==> config.mk <==
export PLATFORM = sky130hd
export DESIGN_NAME = serial_subtractor
export DESIGN_NICKNAME = d
export VERILOG_FILES = /design/src/rtl/serial_subtractor_pkg.sv /design/src/rtl/serial_subtractor_fullsub.sv /design/src/rtl/serial_subtractor.sv
export SDC_FILE = /design/constraint.sdc
export NUM_CORES = 1
export LEC_CHECK = 0
export CAP_MARGIN = 20
export CORE_UTILIZATION = 49
export CTS_CLUSTER_SIZE = 14
export DETAILED_ROUTE_END_ITERATION = 6
export GPL_TIMING_DRIVEN = 0
export PLACE_DENSITY = 0.75
export SLEW_MARGIN = 40
export SYNTH_ARGS = -nofsm -noshare
export SYNTH_HDL_FRONTEND = slang
export SYNTH_HIERARCHICAL = 1
export SYNTH_SLANG_ARGS = --single-unit
==> constraint.sdc <==
create_clock -name clk -period 1.63 [get_ports clk]
set_input_delay 0.4075 -clock clk [delete_from_list [all_inputs] [get_ports clk]]
set_output_delay 0.4075 -clock clk [all_outputs]
set_load 0.03 [all_outputs]
==> src/rtl/serial_subtractor_pkg.sv <==
// rtl/serial_subtractor_pkg.sv - shared state encodings for the bit-serial subtractor
package serial_subtractor_pkg;

    typedef enum logic [1:0] {
        ST_IDLE = 2'd0,
        ST_RUN  = 2'd1,
        ST_DONE = 2'd2
    } state_t;

endpackage

==> src/rtl/serial_subtractor_fullsub.sv <==
// rtl/serial_subtractor_fullsub.sv - one-bit combinational full subtractor cell
module fullsub (
    input  logic A,
    input  logic B,
    input  logic bin,
    output logic diff,
    output logic bout
);

    // Difference is the parity of all three inputs; a borrow is needed when
    // B exceeds A, or when they are equal and a borrow is already pending.
    assign diff = A ^ B ^ bin;
    assign bout = (~A & B) | (~(A ^ B) & bin);

endmodule

==> src/rtl/serial_subtractor.sv <==
// rtl/serial_subtractor.sv - LSB-first bit-serial subtractor with start/busy/done handshake
module serial_subtractor
    import serial_subtractor_pkg::*;
#(
    parameter int reglength = 3
) (
    input  logic                 clk,
    input  logic                 rst_n,
    input  logic                 start,
    input  logic [reglength-1:0] a,
    input  logic [reglength-1:0] b,
    output logic                 busy,
    output logic                 done,
    output logic [reglength-1:0] diff,
    output logic                 borrow,
    output logic                 bit_out,
    output logic                 bit_valid
);

    localparam int CW = $clog2(reglength + 1);

    state_t               state;
    logic [reglength-1:0] ra;
    logic [reglength-1:0] rb;
    logic [reglength-1:0] res;
    logic [reglength-1:0] res_next;
    logic                 bin;
    logic [CW-1:0]        cnt;
    logic                 d;
    logic                 bout;
    logic                 last_bit;

    fullsub u_fullsub (
        .A    (ra[0]),
        .B    (rb[0]),
        .bin  (bin),
        .diff (d),
        .bout (bout)
    );

    // New difference bit enters at the MSB end so the first bit ends up at bit 0.
    always_comb begin
        res_next                = res >> 1;
        res_next[reglength-1]   = d;
    end

    assign last_bit = (cnt == CW'(reglength - 1));

    // Control FSM and datapath shift registers; all outputs are registered.
    always_ff @(posedge clk or negedge rst_n) begin
        if (!rst_n) begin
            state     <= ST_IDLE;
            ra        <= '0;
            rb        <= '0;
            res       <= '0;
            bin       <= 1'b0;
            cnt       <= '0;
            diff      <= '0;
            borrow    <= 1'b0;
            bit_out   <= 1'b0;
            bit_valid <= 1'b0;
            done      <= 1'b0;
            busy      <= 1'b0;
        end else begin
            case (state)
                ST_IDLE: begin
                    bit_valid <= 1'b0;
                    done      <= 1'b0;
                    if (start) begin
                        ra    <= a;
                        rb    <= b;
                        bin   <= 1'b0;
                        cnt   <= '0;
                        busy  <= 1'b1;
                        state <= ST_RUN;
                    end
                end
                ST_RUN: begin
                    ra        <= ra >> 1;
                    rb        <= rb >> 1;
                    res       <= res_next;
                    bin       <= bout;
                    bit_out   <= d;
                    bit_valid <= 1'b1;
                    cnt       <= cnt + CW'(1);
                    if (last_bit) begin
                        diff   <= res_next;
                        borrow <= bout;
                        done   <= 1'b1;
                        state  <= ST_DONE;
                    end
                end
                ST_DONE: begin
                    done      <= 1'b0;
                    bit_valid <= 1'b0;
                    busy      <= 1'b0;
                    state     <= ST_IDLE;
                end
                default: begin
                    done      <= 1'b0;
                    bit_valid <= 1'b0;
                    busy      <= 1'b0;
                    state     <= ST_IDLE;
                end
            endcase
        end
    end

endmodule

==> metrics.txt <==
WL per Instance 14.5 µm; Max Fclk 0.642 GHz; clock sink count 20; crit path buf inv count 1; Synth Instances 66; diode count 0; Die W 44.8 µm; skew final 0.00416 ns; # H-tree levels 1; number of global-route vias before repair 530; gr ovfl total 0; Simple-Gate Fraction of Synth Area 13.6%; maximum VDD drop 0.00122 V; Mapped Avg Cell Area 13.6 µm²; Root Driver clkbuf_4; slew of the pin with the lowest slew margin 0.440 ns; hold-fix buffer count after cts 0; Post-Place Setup Slack -0.141 ns; Starting Density 52.1%; remaining antenna violation count after routing 0; largest area contributor in the netlist dfrtp_1; Pwr Total 2.37 mW; dominant synthesized flop cell dfrtp_1; fillers 148; DRC 0; final WL 1610 µm; I/O Pins 17; fraction of synthesized area in multiplexers 8.62%; antenna violations before repair 0; RD Place Congestion 0.680; multi-input logic area 340 µm²; Worst Setup Slack, final 0.0728 ns; Crit-path slowest cell dfrtp_1; Hold Path Class primary input to asynchronous set/reset pin; I/O Buffers 16; die area 2010 µm²; CTS max path bufs 2; ys async rst share 100%; Post-synth EDFFs 0; final setup vio count 0; Slew HR 70.7%; crit path DAT 1.15 ns; Top delay family on crit path flip-flops; core area 1730 µm²; outcome completed; drt via density 5.21; largest net degree at the start of global routing 21; WP data required 1.22 ns; CP Launch Type register; Initial DRC Count 15; RSZ-0062 raised after global routing false; First-pass DRT Iterations 3; Fin Hold WS 0.0279 ns; leakage power 0.552 nW; Hold Violations, Final 0; sequential cell area fraction in the yosys report 55.6%; Crit Path Max Fanout 4; CTS tree yes; Worst-path clk slew 0.11 ns; register area 500 µm²; Synth Cell Area 900 µm²; DP Wirelength 1120 µm; number of synthesized register bits 20; area delta synth->final 25.5%; synthesized netlist net count 77; synth top area cells dfrtp_1 56%, mux2_2 7.5%, o221a_2 5.0%; Layout Nets 98; top cell type's share of synthesized area 55.6%; largest family of logic cells by synthesized area simple AND/OR/NAND/NOR gates; first-pass GRT wire length 2570 µm; synth warn 6; Inserted Clock Buffers 3; GRT Util Overall 18.1%; CP endpoint kind output port; Slew Viols, Final 0; clock period minus worst slack 1.56 ns; Die Y 44.8 µm; fin crit share 95.5%; share of cells above drive strength 1 25.6%; Clk Latency, worst-skew pair 0.30 ns; Compound-Gate Fraction of Synth Area 12.0%; MaxCap Viol Count 0; Crit Path Class register to output port; XOR/XNOR Fraction of Synth Area 0%; slowest cell delay on critical path 0.43 ns; CP cell instances dlygate4sd2_1; PwrDens 2100 nW/µm²; Vias 578; Distinct cells, synth 23; post-synthesis adder-cell area fraction 3.62%; Placement Rows 15
## what timing repair did
item,CTS,global route
resized for setup,8,0
setup buffers,0,0
endpoints found under the setup margin,8,0
## layer usage
layer / wire [µm] / global-route usage [%] / up-vias
li1: - / - / 277
met1: 808 / 26.2 / 287
met2: 739 / 26.8 / 9
met3: 29 / 2.40 / 5
met4: 30 / 9.09 / 0
met5: 0 / 0 / -
## cells by family after synthesis
group                    Yosys count
multiplexers                       7
AND/OR/NAND/NOR                   14
AO/OA/AOI/OAI                     12
flip-flops                        20
buffers and inverters             11
adder cells (fa/ha/maj)            2
## final timing paths
kind                       startpoint  slack (ns)  endpoint  depth (start not counted)
setup / recovery               res[2]        0.07   bit_out                          1
hold / removal                  rst_n        0.03      done                          1
setup reg to reg             state[0]        0.27     ra[1]                          3
hold reg to reg                cnt[0]        0.48    cnt[0]                          1
max in group asynchronous       rst_n        1.30     ra[0]                          1
min in group clk               cnt[0]        0.48    cnt[0]                          1
## final cells by class
class                   instances  area share (%)
multi-input cells              35            30.2
inverters                       7            2.33
repair buffers                 16            12.9
clock buffers                   3            2.00
plain buffers                   4            2.88
well taps                      25            2.77
flip-flops and latches         20            44.3
clock inverters                 1            2.66
## report_power, final
group | leakage (nW) | internal (mW) | switching [mW] | total [mW]
Combinational | 0.280 | 0.510 | 0.568 | 1.08
Sequential | 0.244 | 0.733 | 0.160 | 0.893
Clock | 0.0279 | 0.249 | 0.151 | 0.400
## synth_stat cells (2+ instances only)
master    instances
a211o_1           2
a21oi_1           2
buf_2             2
buf_6             2
dfrtp_1          20
inv_1             6
mux2_2            6
nand2b_1          2
nor2_1            2
nor3b_1           2
nor4bb_1          2
o221a_2           4
or4b_1            4
## state kept, by name, summed over array words and instances, names as in the netlist
| name | flops |
|---|---|
| bin | 1 |
| done | 1 |
| rb | 3 |
| borrow | 1 |
| busy | 1 |
| diff | 3 |
| state | 2 |
| bit_valid | 1 |
| res | 2 |
| cnt | 2 |
| ra | 3 |
## layout by cell type (no fill, tap or decap), types with 2 or more instances in the layout
cell / count
nand2b_1: 2
o221a_2: 4
or4b_1: 4
mux2_2: 6
inv_1: 6
a21oi_1: 2
nor4bb_1: 2
buf_6: 2
dlygate4sd2_1: 8
nor3b_1: 2
clkdlybuf4s50_1: 7
nor2_1: 2
a211o_1: 2
dfrtp_1: 20
clkbuf_4: 3
buf_2: 3
## metrics by stage
stage / utilization [%] / area [µm²] / TNS [ns] / cells
final: 65.4 / 1130 / 0 / 111
after global routing: 65.4 / 1130 / 0 / 111
after CTS: 65.4 / 1130 / 0 / 111
after detailed placement: 62.9 / 1090 / -0.401 / 107
after global placement: 63.2 / 1090 / -0.372 / 107
after floorplan: - / 900 / 0 / 66
Note: power is estimated with default switching activity, not from simulation.
